File: config.mk
export PLATFORM = sky130hd
export DESIGN_NAME = scs8hd_cplx_gate_bist
export DESIGN_NICKNAME = d
export VERILOG_FILES = /design/src/rtl/scs8hd_cplx_gate_bist.sv
export SDC_FILE = /design/constraint.sdc
export NUM_CORES = 1
export LEC_CHECK = 0
export CAP_MARGIN = 20
export CELL_PAD_IN_SITES_DETAIL_PLACEMENT = 1
export CELL_PAD_IN_SITES_GLOBAL_PLACEMENT = 2
export CORE_MARGIN = 2
export CORE_UTILIZATION = 30
export CTS_CLUSTER_DIAMETER = 200
export DETAILED_ROUTE_END_ITERATION = 10
export GPL_TIMING_DRIVEN = 1
export PLACE_DENSITY_LB_ADDON = 0.1
export SYNTH_ARGS = -nofsm -noshare
export SYNTH_HDL_FRONTEND = slang
export SYNTH_SLANG_ARGS = --single-unit
File: constraint.sdc
create_clock -name CLK -period 1.7 [get_ports CLK]
set_clock_uncertainty 0.1 [all_clocks]
set_input_delay 0.425 -clock CLK [delete_from_list [all_inputs] [get_ports CLK]]
set_output_delay 0.425 -clock CLK [all_outputs]
set_load 0.03 [all_outputs]
File: src/rtl/scs8hd_cplx_gate_bist.sv
// scs8hd_cplx_gate_bist: BIST sequencer sweeping all 16 vectors through an o22ai/a22oi-family gate
// and checking its readback.
module scs8hd_cplx_gate_bist #(
    parameter int FUNC   = 0,
    parameter int SETTLE = 2,
    parameter int PASSES = 1,
    parameter int ERR_W  = 8
) (
    input  logic             CLK,
    input  logic             RESETB,
    input  logic             START,
    input  logic             ABORT,
    input  logic             Y,
    output logic             A1,
    output logic             A2,
    output logic             B1,
    output logic             B2,
    output logic             BUSY,
    output logic             DONE,
    output logic             PASS,
    output logic [ERR_W-1:0] ERR_CNT,
    output logic             FAIL_VALID,
    output logic [3:0]       FAIL_VEC
);
    typedef enum logic [2:0] {IDLE, DRIVE, WAIT, SAMPLE, FIN} state_t;
    localparam logic [3:0] WLAST = SETTLE == 0 ? 4'd0 : 4'(SETTLE - 1);
    state_t state;
    logic [3:0] idx, cnt, pins, vec;
    logic [2:0] pass;
    logic o22, a22, exp_y, mis, last;
    assign pins  = {A1, A2, B1, B2};
    // odd passes walk the vectors downwards so both transition directions are exercised
    assign vec   = pass[0] ? ~idx : idx;
    assign o22   = (pins[3] | pins[2]) & (pins[1] | pins[0]);
    assign a22   = (pins[3] & pins[2]) | (pins[1] & pins[0]);
    assign exp_y = FUNC == 0 ? ~o22 : FUNC == 1 ? ~a22 : FUNC == 2 ? o22 : a22;
    assign mis   = Y !== exp_y;
    assign last  = idx == 4'd15 && pass == 3'(PASSES - 1);
    always_ff @(posedge CLK) begin
        if (!RESETB) begin
            state <= IDLE;
            {A1, A2, B1, B2} <= 4'd0;
            BUSY <= 1'b0;
            DONE <= 1'b0;
            PASS <= 1'b0;
            ERR_CNT <= '0;
            FAIL_VALID <= 1'b0;
            FAIL_VEC <= 4'd0;
            idx <= 4'd0;
            pass <= 3'd0;
            cnt <= 4'd0;
        end else if (state != IDLE && ABORT) begin
            state <= IDLE;
            {A1, A2, B1, B2} <= 4'd0;
            BUSY <= 1'b0;
            DONE <= 1'b0;
            PASS <= 1'b0;
        end else begin
            case (state)
                IDLE: if (START && !ABORT) begin
                    state <= DRIVE;
                    BUSY <= 1'b1;
                    DONE <= 1'b0;
                    PASS <= 1'b0;
                    ERR_CNT <= '0;
                    FAIL_VALID <= 1'b0;
                    FAIL_VEC <= 4'd0;
                    idx <= 4'd0;
                    pass <= 3'd0;
                end
                DRIVE: begin
                    {A1, A2, B1, B2} <= vec;
                    cnt <= 4'd0;
                    state <= SETTLE == 0 ? SAMPLE : WAIT;
                end
                WAIT: begin
                    cnt <= cnt + 4'd1;
                    if (cnt == WLAST) state <= SAMPLE;
                end
                SAMPLE: begin
                    if (mis) begin
                        if (ERR_CNT != '1) ERR_CNT <= ERR_CNT + ERR_W'(1);
                        if (!FAIL_VALID) begin
                            FAIL_VALID <= 1'b1;
                            FAIL_VEC <= pins;
                        end
                    end
                    idx <= idx + 4'd1;
                    if (idx == 4'd15) pass <= pass + 3'd1;
                    if (last) begin
                        state <= FIN;
                        BUSY <= 1'b0;
                        DONE <= 1'b1;
                        PASS <= ERR_CNT == '0 && !mis;
                        {A1, A2, B1, B2} <= 4'd0;
                    end else begin
                        state <= DRIVE;
                    end
                end
                FIN: state <= IDLE;
                default: state <= IDLE;
            endcase
        end
    end
endmodule

==> reports/qor.csv <==
stage,metric,value,unit
pwr,p_switching,469.7,uW
critical_path,ff2ff_setup_slack,40,ps
synth,yosys_register_bits,34,
cts,htreeDepth,2,
pwr,comb_power_share,0.150,
critical_path,required,1830,ps
floorplan,start_util,0.3054,
synth,synth_top_cell_area_share,0.3551,
placement,dp_cells,378,
global_routing,grt_antenna_before_repair,0,
synth,ys_seq_area_frac,0.3551,
pwr,leakage,0.001294,uW
route,drcViolationCount,0,
timing,finalCriticalPeriod,1662,ps
floorplan,dieArea,7045,um^2
floorplan,ioPinCount,25,
floorplan,rows,29,
cts,cts.path.max_buffers,2,
pwr,power.density,619.1,nW/um^2
timing,hold_viol_final,0,
route,wl_per_cell,16.82,um
synth,synthDistinctLibCells,52,
critical_path,crit_path_max_fanout,7,
timing,rsz0062_at_grt,true,
global_routing,gr-total-overflow,0,
pwr,sw_frac_of_total,0.2492,
synth,synth_top_area_cell,dfxtp_1,
critical_path,critical_path_class,reg2reg,
cts,cts_sinks,34,
route,viasPerCell,5.148,
critical_path,cp.arrival,1790,ps
floorplan,die_h,83.94,um
cts,clock-root-buffer,clkbuf_8,
placement,dp_slack,-533.4,ps
global_routing,grt_pass1_wl,10.95,mm
timing,finalMaxSlewViolations,0,
layout,area_growth,58.81,%
pwr,ir_worst_vdd,0.0003264,V
synth,ys_async_sr_fraction,0,
route,firstDrtPassIters,4,
timing,tns,0,ps
cts,cts_tree,yes,
cts,cts-hold-fix-buffers,0,
critical_path,cp-end-kind,flop,
timing,slew_headroom,0.7550,
pwr,clockPowerShare,0.416,
synth,syn_area,1917,um^2
timing,holdWs,353.8,ps
flow_run,maxCapViolCount,0,
timing,setup_ws,38.17,ps
timing,fmax,601.7,MHz
pwr,p_int,1415,uW
synth,synthCells,225,
synth,postSynthAreaPerCell,8.519,um^2
route,drt_iter0_markers,28,
placement,dp_hpwl,4.945,mm
floorplan,core,6277,um^2
timing,finalCritPeriodShare,0.9775,
route,wl,6.578,mm
synth,synth-edff-count,0,
layout,final_common_cell,buf_4,
synth,yosys_warnings,0,
cts,clk_pin_slew,70,ps
cts,cts_buffers,5,
route,postRouteAntennaNets,0,
synth,synth_fp_nets,237,
placement,place_congestion,0.7814,
cts,clk_latency,290,ps
synth,synth_area_leaders,"dfxtp_1, ha_1, xor2_1, nor2_1, a21oi_1",
route,vias,2013,
pwr,power_frac_seq,0.435,
global_routing,grtUsageTotal,0.1948,
global_routing,grt_pass1_vias,2145,
critical_path,reg2reg_depth,6,
layout,layout.cells.non_filler,391,
min_path,hold_class,reg2reg,
global_routing,grt_max_degree,14,
min_path,hold_path_depth,2,
timing,worst_pin_slew,367.1,ps
layout,layout.nets,326,
status,status,finished clean,
layout,drive_gt1_frac,0.3758,
floorplan,die_w,83.94,um
layout,diodes,0,
synth,synth_top_flop_cell,dfxtp_1,
placement,placement.io_buffers,24,
layout,fill_cells,734,
layout,final_cell_mix,"buf_4, dfxtp_1, nor2_1, nand2_1, a21oi_1",
timing,setup_viol,0,
critical_path,cp-start-kind,flop,
-- registers in the layout, summed over array words and instances, names as in the netlist, 3 cells and up --
name	flops
ERR_CNT	8
FAIL_VEC	4
cnt	4
idx	4
pass	3
state	3
-- cell families after synthesis --
| kind of cell | count (synthesis) | share of synthesized area |
|---|---|---|
| AO/OA/AOI/OAI | 60 | 0.2180 |
| XOR/XNOR | 14 | 0.06396 |
| adder cells (fa/ha/maj) | 7 | 0.04569 |
| buffers and inverters | 19 | 0.04896 |
| flip-flops | 34 | 0.3551 |
| multiplexers | 3 | 0.01567 |
| AND/OR/NAND/NOR | 88 | 0.2526 |
-- synthesized netlist by cell type, types with 4 or more instances --
cell / instances
inv_1: 7
and2_1: 5
ha_1: 7
a211oi_1: 7
nor3b_1: 4
clkbuf_1: 6
o21ai_0: 7
dfxtp_1: 34
nand3_1: 12
nand2_1: 15
xor2_1: 10
and3_1: 4
nor2_1: 23
nand4_1: 5
a21oi_1: 16
nor3_1: 5
o31ai_1: 4
xnor2_1: 4
-- worst max-delay path, cell delays in order (launching register included) --
cell and delay (ps):
dfxtp_4 400, buf_4 130, buf_4 110, nand3b_4 70, or3_1 380, a211o_1 290
a21oi_2 130
-- per-stage QoR --
step,util,total power (uW),cell area (um^2)
floorplan,-,946.8,1933
global placement,0.4303,1076,2701
detailed placement,0.4303,1079,2701
CTS,0.4614,1882,2897
global route,0.4850,1967,3044
finish,0.4850,1885,3044
-- repair_timing --
action / CTS / global route
buffers inserted: 1 / 5
endpoints found under the setup margin: 44 / 20
gates cloned: 0 / 1
resized for setup: 50 / 30
pin swaps: 9 / 7
-- layout make-up --
class | count | area, um^2 | share of cell area
Multi-Input combinational cell | 172 | 1335 | 0.4386
Tap cell | 77 | 96.34 | 0.03165
Clock inverter | 1 | 30.03 | 0.009864
Inverter | 7 | 26.28 | 0.008631
Timing Repair Buffer | 94 | 782.0 | 0.2569
Sequential cell | 34 | 691.9 | 0.2273
Clock buffer | 6 | 82.58 | 0.02713
-- layer usage --
layer | global-route usage | share of wire | up-vias
met4 | 0.03959 | 0.0091 | 0
li1 | - | - | 999
met3 | 0.03561 | 0.019 | 5
met2 | 0.3564 | 0.52 | 20
met1 | 0.2376 | 0.45 | 989
met5 | 0 | 0 | -
-- worst paths after layout --
kind,startpoint,endpoint
worst min register to register,DONE,DONE
worst max-delay path,state[0],PASS
worst max register to register,state[0],PASS
worst min-delay path,DONE,DONE
-- power by group through the flow --
stage          sequential [uW]  combinational, uW  clock, uW
6_report                   819                282        783
5_1_grt                    821                306        840
4_1_cts                    821                255        807
3_5_place_dp               839                240          0
3_3_place_gp               838                237          0
2_1_floorplan              846                101          0
No activity file was read; power rests on OpenSTA's default activity.
